[config.mk]
export PLATFORM = sky130hd
export DESIGN_NAME = gas_alarm_controller
export DESIGN_NICKNAME = d
export VERILOG_FILES = /design/src/rtl/gas_alarm_controller.sv
export SDC_FILE = /design/constraint.sdc
export NUM_CORES = 1
export LEC_CHECK = 0
export ABC_AREA = 1
export BUFFER_PORTS_ARGS = -buffer_cell sky130_fd_sc_hd__buf_2
export CAP_MARGIN = 25
export CORE_MARGIN = 4
export CORE_UTILIZATION = 55
export CTS_BUF_LIST = sky130_fd_sc_hd__clkbuf_8
export DETAILED_ROUTE_END_ITERATION = 10
export HOLD_SLACK_MARGIN = 0.03
export PLACE_DENSITY_LB_ADDON = 0.25
export SKIP_LAST_GASP = 1
export SLEW_MARGIN = 40
export SYNTH_ARGS = -nofsm -noshare
export SYNTH_HDL_FRONTEND = slang
export SYNTH_SLANG_ARGS = --single-unit
[constraint.sdc]
create_clock -name clk -period 2.5 [get_ports clk]
set_clock_uncertainty 0.05 [all_clocks]
set_input_delay 0.125 -clock clk [delete_from_list [all_inputs] [get_ports clk]]
set_output_delay 0.125 -clock clk [all_outputs]
set_load 0.01 [all_outputs]
[src/rtl/gas_alarm_controller.sv]
// gas_alarm_controller: qualifies gas detections, drives alarm, buzzer and fan, counts events
module gas_alarm_controller #(
    parameter int QUAL_CYCLES = 4,
    parameter int BEEP_HALF   = 8,
    parameter int VENT_CYCLES = 16,
    parameter int CNT_W       = 8
) (
    input  logic             clk,
    input  logic             arst,
    input  logic [2:0]       det,
    input  logic             ack,
    output logic             alarm,
    output logic [1:0]       gas_id,
    output logic             buzzer,
    output logic             fan,
    output logic [CNT_W-1:0] evt_cnt
);
    typedef enum logic [2:0] {IDLE, QUAL, ALARM, ACKED, VENT} state_t;

    localparam logic [7:0]  Q_LAST = 8'(QUAL_CYCLES - 1);
    localparam logic [7:0]  B_LAST = 8'(BEEP_HALF - 1);
    localparam logic [15:0] V_LAST = 16'(VENT_CYCLES - 1);

    state_t      state;
    logic [7:0]  qcnt;
    logic [7:0]  bcnt;
    logic [15:0] vcnt;
    logic [1:0]  prio;
    logic        det_any;
    logic        go_alarm;

    // highest-priority gas present and whether this edge enters ALARM from outside it
    always_comb begin
        prio     = det[2] ? 2'd3 : det[1] ? 2'd2 : det[0] ? 2'd1 : 2'd0;
        det_any  = |det;
        go_alarm = (state == IDLE  && det_any && QUAL_CYCLES == 1) ||
                   (state == QUAL  && det_any && qcnt == Q_LAST)   ||
                   (state == ACKED && prio > gas_id)               ||
                   (state == VENT  && det_any);
    end

    // state machine with all outputs registered alongside the state
    always_ff @(posedge clk or negedge arst) begin
        if (!arst) begin
            state   <= IDLE;
            qcnt    <= '0;
            bcnt    <= '0;
            vcnt    <= '0;
            alarm   <= 1'b0;
            gas_id  <= 2'd0;
            buzzer  <= 1'b0;
            fan     <= 1'b0;
            evt_cnt <= '0;
        end else if (go_alarm) begin
            state   <= ALARM;
            qcnt    <= '0;
            bcnt    <= '0;
            alarm   <= 1'b1;
            gas_id  <= prio;
            buzzer  <= 1'b1;
            fan     <= 1'b1;
            evt_cnt <= (evt_cnt == '1) ? evt_cnt : evt_cnt + CNT_W'(1);
        end else begin
            case (state)
                IDLE: begin
                    if (det_any) begin
                        state <= QUAL;
                        qcnt  <= 8'd1;
                    end
                end
                QUAL: begin
                    if (!det_any) begin
                        state <= IDLE;
                        qcnt  <= '0;
                    end else begin
                        qcnt <= qcnt + 8'd1;
                    end
                end
                ALARM: begin
                    if (prio > gas_id)
                        gas_id <= prio;
                    if (ack) begin
                        state  <= ACKED;
                        buzzer <= 1'b0;
                        bcnt   <= '0;
                    end else if (bcnt == B_LAST) begin
                        buzzer <= ~buzzer;
                        bcnt   <= '0;
                    end else begin
                        bcnt <= bcnt + 8'd1;
                    end
                end
                ACKED: begin
                    if (!det_any) begin
                        state <= VENT;
                        vcnt  <= V_LAST;
                        alarm <= 1'b0;
                    end
                end
                VENT: begin
                    if (vcnt == 16'd0) begin
                        state  <= IDLE;
                        fan    <= 1'b0;
                        gas_id <= 2'd0;
                    end else begin
                        vcnt <= vcnt - 16'd1;
                    end
                end
                default: state <= IDLE;
            endcase
        end
    end
endmodule
Yosys cells after proc, flatten, opt, wreduce, memory -nomap -nowiden
Cells that the tools add are included.
Widths: inputs -> output; s select.
Storage, ports and cells
  bits in read-only memories: 0
  bits of input ports: 6
  output and inout bits: 13
  flip-flop bits (word level): 48
  memories kept: 0
  bits in writable memories: 0
  logic and storage cells: 93
  bits in latches: 0
Cells by class
  multipliers: 0
  mux-type cells: 35
  $lt $le $gt $ge: 1
  shift operators: 0
  divide/modulo/power cells: 0
  bitwise operators: 3
  eq/ne operators: 16
  $add $sub $neg: 4
  reductions and logical operators: 25
Operators by type and width (number)
  $mux 8: 7
  $mux 16: 2
  $pmux 16 s2: 1
  $add 8x1->8 const B: 3
  $mux 3: 6
  $logic_not 16->1: 1
  $pmux 8 s2: 1
  $sub 16x1->16 const B: 1
  $ne 3x3->1 const B: 5
  $pmux 3 s5: 1
  $mux 1: 11
  $mux 2: 5
  $reduce_and 2->1: 5
  $reduce_bool 2->1: 5
  $reduce_bool 3->1: 3
  $eq 8x2->1 const B: 1
  $eq 8x3->1 const B: 1
  $eq 8x8->1 const B: 1
  $eq 3x2->1 const B: 2
  $reduce_and 5->1: 1
  $logic_and 1x1->1: 4
  $ne 2x2->1 const B: 2
  $pmux 2 s2: 1
  $reduce_and 4->1: 1
  other kinds (10): 13

Logic depth before layout (Yosys ltp)
  word-level depth: 9
  mapped depth: 15
  gate-level depth less buffers: 15

Least setup slack after synthesis
No wires, ideal clock.
  kind: register to register
  start: reg gas_id[1]
  end: reg vcnt[7]
  required time: 2332 ps
  path slack: 659 ps
  buffers on the path: 1
  stages on the path, launching flop included: 12
  period minus slack after synthesis: 1841 ps
  data arrival time: 1673 ps
  path through: dfrtp_1 inv_1 ha_1 nand2_1 nand2_1 nand3_2 nand3_4 a21oi_4 nand2_4 buf_6 nand2_1 o21ai_2
On the way
  longest elaborated chain between the ends: 6
RTL lines
  from (decl): RTL line 13  | output logic [1:0] gas_id,
  from (signal assigned): RTL line 59  | gas_id <= prio;
  from (signal assigned): RTL line 81  | gas_id <= prio;
  $gt 2x2->1: RTL line 38  | (state == ACKED && prio > gas_id) ||
  $logic_and 1x1->1: RTL line 38
  $logic_or 1x1->1: RTL line 37  | (state == QUAL && det_any && qcnt == Q_LAST) ||
  $logic_or 1x1->1: RTL line 38
  $not 1->1 (no line)
  $reduce_and 4->1 (no line)
  to (signal assigned): RTL line 106  | vcnt <= vcnt - 16'd1;
  to (decl): RTL line 27  | logic [15:0] vcnt;
No other way between the ends.
A chain may end at the register's enable or synchronous reset.

Final worst setup path
  start: reg vcnt[0]
  end: reg vcnt[1]
On the way
  longest elaborated chain between the ends: 3
  elaborated cells between the ends (all ways): 6
  classes of those cells: add/sub (1); eq/ne (1); mux (2); reduce/logical (2)
RTL lines (RTL line)
  $sub 16x1->16 or $logic_not 16->1 (tied branches): 106, 101
  $mux 16 or $ne 2x2->1 (tied branches)
  $pmux 16 s2 or $reduce_and 4->1 (tied branches)
Several ways; a longest one is shown, not always the timed one. The select of a mux whose other input is x is not followed.

==> impl_metrics.env <==
export IMPL_synth_area_mm2=0.00293
export IMPL_antenna_found_initial=0
export IMPL_fin_crit_ps=2040
export IMPL_slew_violations=0
export IMPL_synth_fa_ha_area_frac=0.0256
export IMPL_htree_levels=2
export IMPL_reg2reg_from="vcnt[0]$_DFFE_PN0P_"
export IMPL_yosysUniqueCellTypes=31
export IMPL_via_count=2451
export IMPL_nFillCells=476
export IMPL_final_util=0.628
export IMPL_wirelength_um=5830
export IMPL_syn_nets=397
export IMPL_die_w_um=81.0
export IMPL_coreArea_mm2=0.00514
export IMPL_synth_mux_area_frac=0
export IMPL_synth_compound_area_frac=0.0887
export IMPL_cap_viol_max_count=0
export IMPL_final_layout_size_suffix_gt1_frac=0.172
export IMPL_finalHoldViolCount=0
export IMPL_hpwl_um=4330
export IMPL_synthToLayoutAreaGrowth_pct=10.0
export IMPL_ant_nets=0
export IMPL_synth_top_family_by_area="simple AND/OR/NAND/NOR gates"
export IMPL_cts_resized=0
export IMPL_hold_end="bcnt[5]$_DFFE_PN0P_"
export IMPL_vias_per_cell=5.09
export IMPL_n_antenna_cell=0
export IMPL_synth_area_top_cells="dfrtp_1, nand2_1, nor2_1, nand3_1, xor2_1"
export IMPL_worstRegToRegCells=9
export IMPL_tns_ps=0
export IMPL_layout_common_cells="nand2_1, nor2_1, dfrtp_1"
export IMPL_synthXorXnorAreaFrac=0.0657
export IMPL_ios=19
export IMPL_synth_seq_area_share=0.410
export IMPL_dr_first_iter_drc_count=136
export IMPL_worst_pin_slew_ps=706
export IMPL_num_rows=26
export IMPL_start_kind="flip-flop"
export IMPL_postCtsSetupRepairBufs=0
export IMPL_grt_total_usage=0.207
export IMPL_fin_crit_sh=0.817
export IMPL_critPathRequiredTime_ps=2620
export IMPL_start_util=0.571
export IMPL_reg2reg_slack_ps=460
export IMPL_critical_path_startpoint="vcnt[0]$_DFFE_PN0P_"
export IMPL_layout_commonest_cell="nand2_1"
export IMPL_dieHeight_um=81.0
export IMPL_ys_ff_latch=48
export IMPL_end_kind="flip-flop"
export IMPL_crit_type="reg2reg"
export IMPL_hold_depth=4
export IMPL_grt_setup_unrepaired="false"
export IMPL_clk_pin_slew_worst_paths_ps=90
export IMPL_ir_drop_mv=0.511
export IMPL_yosysTopAreaCell="dfrtp_1"
export IMPL_slew_headroom=0.529
export IMPL_io_buffers=18
export IMPL_wl_per_cell_um=12.1
export IMPL_grt_pass1_vias=2388
export IMPL_cts_tree="done"
export IMPL_ys_warn_count=0
export IMPL_grt_pass1_wl_um=10600
export IMPL_min_from="ack"
export IMPL_r2r_end="vcnt[1]$_DFFE_PN0P_"
export IMPL_grt_max_degree=32
export IMPL_fin_nets=423
export IMPL_clk_root_buffer_cell="clkbuf_8"
export IMPL_syn_area_per_cell_um2=7.62
export IMPL_synthSimpleGateAreaFrac=0.349
export IMPL_gp_congestion=0.809
export IMPL_multi_input_area_mm2=0.00155
export IMPL_grt_ovfl_total=0
export IMPL_drc=0
export IMPL_cts_buffers=5
export IMPL_setup_viol=0
export IMPL_postSynthCellCount=385
export IMPL_first_pass_iters=4
export IMPL_power_leakage_uw=0.00165
export IMPL_seqCellArea_mm2=0.00120
export IMPL_outcome="finished clean"
export IMPL_clock_fmax_ghz=0.490
export IMPL_cts_buffer_depth=2
export IMPL_cp_max_fo=27
export IMPL_power_density_mw_per_mm2=1010
export IMPL_cts_sinks=48
export IMPL_hp_class="in2reg"
export IMPL_yosysTopAreaCellShare=0.410
export IMPL_die_area_mm2=0.00657
export IMPL_arrival_ps=2160
export IMPL_clkLatencyLatePin_ps=310
final cells by class:
class,instances,share of cell area
clock buffer,5,0.0213
clock inverter,3,0.0132
inverter,41,0.0477
multi-input combinational,293,0.480
sequential,48,0.372
tap,70,0.0271
timing repair buffer,22,0.0380
cell families after synthesis:
kind of cell,count (synthesis)
AOI/OAI and AO/OA,38
xor gates and xnor gates,22
adders and majority gates,6
buffers and inverters,44
and+or+nand+nor,227
DFF,48
metrics by stage:
stage / area (um2) / hold WS [ps] / worst slack (ps) / total power, uW / instances
final: 3230 / 113 / 458 / 3260 / 482
after global routing: 3230 / 113 / 267 / 3580 / 482
after CTS: 3230 / 107 / 448 / 3300 / 482
after detailed placement: 3110 / 171 / 465 / 2720 / 473
after global placement: 3110 / 169 / 528 / 2670 / 473
after floorplan: 2930 / -221 / 659 / 2330 / 385
routing by layer:
metal,GRT usage,part of all wire
met3,0.0388,0.028
met2,0.342,0.47
met1,0.271,0.49
met5,0,0
met4,0.0777,0.013
cells in the mapped netlist, drive strengths merged:
| library cell | count |
|---|---|
| nand2 | 111 |
| nor2 | 54 |
| dfrtp | 48 |
| inv | 40 |
| nand3 | 38 |
| o21ai | 29 |
| xor2 | 16 |
| or2 | 8 |
| nor3 | 7 |
| ha | 6 |
| nand4 | 6 |
| xnor2 | 6 |
| a21oi | 5 |
| buf | 3 |
| nand3b | 2 |
| o21bai | 2 |
| a21boi | 1 |
| a21o | 1 |
| clkinv | 1 |
| nor4 | 1 |
state kept, by name, summed over array words and instances (netlist names):
| register | count |
|---|---|
| vcnt | 16 |
| bcnt | 8 |
| evt_cnt | 8 |
| qcnt | 8 |
| state | 3 |
| gas_id | 2 |
| alarm | 1 |
| buzzer | 1 |
| fan | 1 |
worst max-delay path, cell delays in order, from the launching register on:
cell	delay (ps)
dfrtp_1	420
inv_1	90
ha_1	200
nand2_1	60
nor2_1	120
nand2_1	100
nor3_1	300
a21oi_4	140
nand2_4	290
a21boi_0	140
worst max-delay path by stage:
stage,endpoint,cells after the start
3_5_place_dp,vcnt[1]$_DFFE_PN0P_,9
6_report,vcnt[1]$_DFFE_PN0P_,9
2_1_floorplan,vcnt[7]$_DFFE_PN0P_,11
3_3_place_gp,vcnt[6]$_DFFE_PN0P_,10
4_1_cts,vcnt[1]$_DFFE_PN0P_,9
5_1_grt,vcnt[1]$_DFFE_PN0P_,9
power by group:
part           switching, uW  total [uW]  leakage, uW  internal, uW
Combinational            921        1440     0.000976           516
Sequential               252        1260     0.000620          1010
Clock                    271         567    0.0000541           296
timing repair:
action | in CTS | in global routing
setup endpoints to repair | 0 | 0
hold endpoints to repair | 29 | 0
hold buffers | 1 | 0
Note: power is estimated with default switching activity, not from simulation.
